===== src/rtl/aes_pkg.sv =====
// Shared types and constants for the AES core arbiter.
package aes_pkg;

  typedef logic [127:0] block_t;

  typedef enum logic [2:0] {
    IDLE,
    LOAD,
    RUN,
    RESP,
    DRAIN
  } arb_state_t;

  localparam int unsigned NREQ = 2;

endpackage


===== src/rtl/aes_rr_pick.sv =====
// Round-robin winner selection between the two requesters. Purely combinational:
// a lone requester always wins; on a tie the one not served last wins.
module aes_rr_pick
  import aes_pkg::*;
(
  input  logic [NREQ-1:0] req_valid,
  input  logic            last,
  output logic [NREQ-1:0] grant
);

  // One-hot grant from the pending set and the most recently served index.
  always_comb begin
    grant = '0;
    case (req_valid)
      2'b01:   grant = 2'b01;
      2'b10:   grant = 2'b10;
      2'b11:   grant = last ? 2'b01 : 2'b10;
      default: grant = '0;
    endcase
  end

endmodule


===== src/rtl/aes_arbiter.sv =====
// Shares one aes_core between two requesters. A job is accepted round-robin,
// its operands are latched, the core is loaded and polled for done, and the
// result (or a timeout error) is returned to the requester that was granted.
// The core itself sits outside this block and connects through the core_* ports.
module aes_arbiter
  import aes_pkg::*;
#(
  parameter int unsigned LOAD_CYCLES    = 2,
  parameter int unsigned TIMEOUT_CYCLES = 64
) (
  input  logic              clk,
  input  logic              reset,
  input  logic [1:0]        req_valid,
  output logic [1:0]        req_ready,
  input  logic [1:0][127:0] req_key,
  input  logic [1:0][127:0] req_plaintext,
  output logic [1:0]        rsp_valid,
  input  logic [1:0]        rsp_ready,
  output logic [127:0]      rsp_cyphertext,
  output logic              rsp_error,
  output logic              core_load,
  output logic [127:0]      core_key,
  output logic [127:0]      core_plaintext,
  input  logic              core_done,
  input  logic [127:0]      core_cyphertext
);

  localparam int unsigned LW = (LOAD_CYCLES < 2) ? 1 : $clog2(LOAD_CYCLES + 1);
  localparam int unsigned TW = (TIMEOUT_CYCLES == 0) ? 1 : $clog2(TIMEOUT_CYCLES + 1);
  localparam logic [LW-1:0] LOAD_END = LW'(LOAD_CYCLES);
  localparam logic [TW-1:0] TIME_END = TW'(TIMEOUT_CYCLES);
  localparam logic [TW-1:0] TIME_SAT = '1;

  arb_state_t     state_q;
  logic           last_q;
  logic           win_q;
  logic [LW-1:0]  lcnt_q;
  logic [TW-1:0]  tcnt_q;
  logic [1:0]     grant;
  logic           win_now;

  aes_rr_pick u_pick (
    .req_valid (req_valid),
    .last      (last_q),
    .grant     (grant)
  );

  assign win_now = grant[1];

  // Job FSM; every output is a register updated alongside the state.
  always_ff @(posedge clk or posedge reset) begin
    if (reset) begin
      state_q        <= IDLE;
      last_q         <= 1'b1;
      win_q          <= 1'b0;
      lcnt_q         <= '0;
      tcnt_q         <= '0;
      req_ready      <= '0;
      rsp_valid      <= '0;
      rsp_cyphertext <= '0;
      rsp_error      <= 1'b0;
      core_load      <= 1'b0;
      core_key       <= '0;
      core_plaintext <= '0;
    end else begin
      req_ready <= '0;
      case (state_q)
        IDLE: begin
          if (|req_valid) begin
            req_ready      <= grant;
            win_q          <= win_now;
            last_q         <= win_now;
            // Operands are owned by the arbiter from here on.
            core_key       <= req_key[win_now];
            core_plaintext <= req_plaintext[win_now];
            lcnt_q         <= '0;
            state_q        <= LOAD;
          end
        end
        LOAD: begin
          if (lcnt_q == LOAD_END) begin
            core_load <= 1'b0;
            tcnt_q    <= '0;
            state_q   <= RUN;
          end else begin
            core_load <= 1'b1;
            lcnt_q    <= lcnt_q + 1'b1;
          end
        end
        RUN: begin
          // tcnt_q == 0 marks the first RUN cycle, where done may be stale.
          if (tcnt_q != '0 && core_done) begin
            rsp_valid      <= {win_q, ~win_q};
            rsp_cyphertext <= core_cyphertext;
            rsp_error      <= 1'b0;
            state_q        <= RESP;
          end else if (TIMEOUT_CYCLES != 0 && tcnt_q == TIME_END) begin
            rsp_valid      <= {win_q, ~win_q};
            rsp_cyphertext <= '0;
            rsp_error      <= 1'b1;
            state_q        <= RESP;
          end else if (tcnt_q != TIME_SAT) begin
            tcnt_q <= tcnt_q + 1'b1;
          end
        end
        RESP: begin
          if (rsp_ready[win_q]) begin
            rsp_valid      <= '0;
            rsp_cyphertext <= '0;
            rsp_error      <= 1'b0;
            state_q        <= DRAIN;
          end
        end
        DRAIN: begin
          state_q <= IDLE;
        end
        default: begin
          state_q <= IDLE;
        end
      endcase
    end
  end

endmodule


===== config.mk =====
export PLATFORM = sky130hd
export DESIGN_NAME = aes_arbiter
export DESIGN_NICKNAME = d
export VERILOG_FILES = /design/src/rtl/aes_pkg.sv /design/src/rtl/aes_rr_pick.sv /design/src/rtl/aes_arbiter.sv
export SDC_FILE = /design/constraint.sdc
export NUM_CORES = 1
export LEC_CHECK = 0
export ABC_AREA = 1
export CAP_MARGIN = 20
export CORE_AREA = 2 2 400 402
export CTS_BUF_LIST = sky130_fd_sc_hd__clkbuf_4 sky130_fd_sc_hd__clkbuf_8
export DETAILED_ROUTE_END_ITERATION = 7
export DIE_AREA = 0 0 402 404
export RECOVER_POWER = 25
export SYNTH_ARGS = -nofsm -noshare
export SYNTH_HDL_FRONTEND = slang
export SYNTH_SLANG_ARGS = --single-unit

===== constraint.sdc =====
create_clock -name clk -period 20.2 [get_ports clk]
set_input_delay 4.04 -clock clk [delete_from_list [all_inputs] [get_ports clk]]
set_output_delay 4.04 -clock clk [all_outputs]
set_load 0.05 [all_outputs]

==> run metrics <==
Net Count, Synth=2757; period utilisation layout=0.4908; Final setup viols=0; Final HPWL DP=100100 µm; Mapped Area=17730 µm²; global-route met2 utilization=0.2530; Final Critical Period=9.915 ns; drt drc=0; routability cong.=0.8894; switching share of power=0.5332; Slew Limit Fails=347; Peak VDD IR=0.0001056 V; CTS clk-pin slew, worst paths=0.06 ns; fin nets=3738; H-tree levels=3; most common cell after layout, fill and taps aside=clkdlybuf4s50_1; Largest delay share family, worst path=buffers and inverters; status=finished with violations; Avg Synthesized Cell Area=8.415 µm²; Post-Route WL=127700 µm; LEAKAGE=12.61 nW; f_max=100.9 MHz; vias=19700; die area=162400 µm²; postcts setup bufs=0; Reg power frac=0.246; GRT Max-Usage Layer=met2; Initial Util=0.1123; root buf cell=clkbuf_8; buffer and inverter count on the worst path=4; met3 GRT Util=0.07343; critical path fanouts, max=98; first-pass GRT wire length=168100 µm; 1st-pass router iterations=5; number of cell rows=146; vias in the first global route=19692; Port Buffer Count=1036; FF-to-FF Start=tcnt_q[0]; most frequent cells in the layout=1032 x clkdlybuf4s50_1, 562 x nand2_1, 403 x dfrtp_1; fillcell total=17535; Clock Latency Late Sink=0.77 ns; io pins=1037; Num CTS Buffers=83; Critical Path Source=reset; crit path DAT=10.67 ns; Netlist cell types=29; vias per cell=3.757; RSZ-0062 raised after global routing=no; TritonCTS clock tree=yes; critical path class=in2async; Pint=2.697 mW; Logic pwr share=0.585; Largest stage delay, worst path=2.64 ns; post-synthesis register bit count=404; slowest cell on the critical path=clkinvlp_2; Post-CTS Hold Fix Bufs=0; Initial DRC Count=1428; CP required=20.95 ns; hold_sp=last_q; relative slew slack=-2.358; Yosys top cell by area=dfrtp_1; CTS sink cnt=404; Setup Skew=0.05041 ns; antenna-violating nets left=0; CP cell instances=dlygate4sd3_1 -> clkinvlp_2 -> clkbuf_1 -> buf_4; area grow syn2layout=79.69%; CTS max path bufs=3; initial antenna violation count=81; top area cells in the synthesized netlist=dfrtp_1 57%, nand2_1 12%, o21ai_1 10%; post_cts resized=0; final hold vios=0; pin count of the biggest net entering global routing=173; core outline area=157800 µm²; MaxCap Viol Count=4; failing checks=capacitance limit, slew limit; Die Wd=402 µm; grt total ovfl=0; Hold Crit Class=reg2reg; share of the synthesized area in the top cell type=0.5688; sequential area share after synthesis=0.5703; endpoint class of the critical path=asynchronous set/reset pin; Non-Filler Instances=5244; Die Ht=404 µm; crit path launch type=input pin; placed instance count=5075; Sum Neg Setup Slack=0 ns; NetSw=3.080 mW; layout cells sized above 1=0.05686; Clock Power Share=0.169; drt wl/cell=24.35 µm; GR Util met1=0.1663; GR Util All Layers=0.1509; final hold slack=0.4787 ns; Yosys warnings=0; Power Dens Cells=181.3 nW/µm²; Worst Tran Pin Value=5.037 ns; cells after synthesis=2107
power groups by stage:
stage	clock network, mW	logic (mW)	registers, mW
5_1_grt	1.05	3.59	1.47
3_5_place_dp	0	3.43	1.42
6_report	0.974	3.38	1.42
4_1_cts	1.02	3.44	1.42
2_1_floorplan	0	0.825	2.62
3_3_place_gp	0	3.42	1.42
worst register-to-register path: stages, from the launching register on:
cell     delay, ns
dfrtp_1       0.43
inv_1         0.08
ha_1          0.14
nand2_1       0.06
nor2_2        0.13
nand2_2       0.07
nand2_1       0.21
nand3_4       0.11
nand2_1       3.47
buf_4         1.37
o21ai_0       0.29
cell usage after synthesis:
library cell and n:
buf_2 18, clkbuf_1 85, nor2_1 272, nand2_2 4, clkinv_2 1, a21oi_1 4
nor3_1 2, dfstp_2 1, nor3b_1 1, nand3_4 1, o21ai_0 274, nand2_4 2
buf_6 18, nor2_2 4, nand4_1 2, inv_1 23, nand2_1 560, buf_1 1
dfrtp_1 403, o21ai_2 1, o21a_1 1, buf_4 33, nand3_1 17, nor2_4 1
inv_2 4, o21ai_1 369, nand3_2 1, ha_1 3, o31ai_1 1
stage by stage:
step	setup slack [ns]	area, µm²	power, mW	util
6_report	10.29	31860	5.776	0.2018
4_1_cts	13.63	31850	5.886	0.2018
5_1_grt	9.014	31830	6.105	0.2016
3_5_place_dp	12.82	30030	4.854	0.1903
3_3_place_gp	12.81	30030	4.842	0.1903
2_1_floorplan	4.924	17730	3.448	-
state kept, by name, indices dropped and copies added (netlist names):
register,cells
rsp_cyphertext,128
state_q,3
rsp_error,1
core_key,128
core_plaintext,128
core_load,1
tcnt_q,7
win_q,1
lcnt_q,2
last_q,1
rsp_valid,2
req_ready,2
worst paths after layout:
kind | end | slack [ns] | cells past startpoint
setup / recovery | core_plaintext[15] | 10.29 | 4
hold / removal | last_q | 0.48 | 2
setup reg to reg | rsp_cyphertext[97] | 13.68 | 10
hold reg to reg | last_q | 0.48 | 2
max in group clk | rsp_cyphertext[97] | 10.65 | 6
min in group asynchronous | rsp_valid[0] | 5.19 | 2
metal layers:
layer	vias up	part of all wire
li1	8920	-
met1	9608	0.37
met2	916	0.48
met3	230	0.11
met4	26	0.031
met5	-	0.0014
kinds of logic (layout without fill, tap and decap cells):
group	after synthesis	after routing	share of synthesized area
adders and majority gates	3	3	0.002117
other	0	24	0
buffers and inverters	183	1224	0.05469
DFF	404	404	0.5703
and+or+nand+nor	867	867	0.1889
AOI/OAI and AO/OA	650	650	0.1840
layout make-up:
class                           count  area (µm²)  share of cell area
Antenna cell                       24       60.06            0.001885
Timing Repair Buffer             1051       10520              0.3301
Multi-Input combinational cell   1520        6639              0.2084
Sequential cell                   404       10110              0.3174
Tap cell                         2072        2592             0.08138
Clock buffer                      126        1590             0.04992
Clock inverter                     19       226.5            0.007109
Inverter                           28       122.6            0.003849
(Power assumes the default switching activity.)
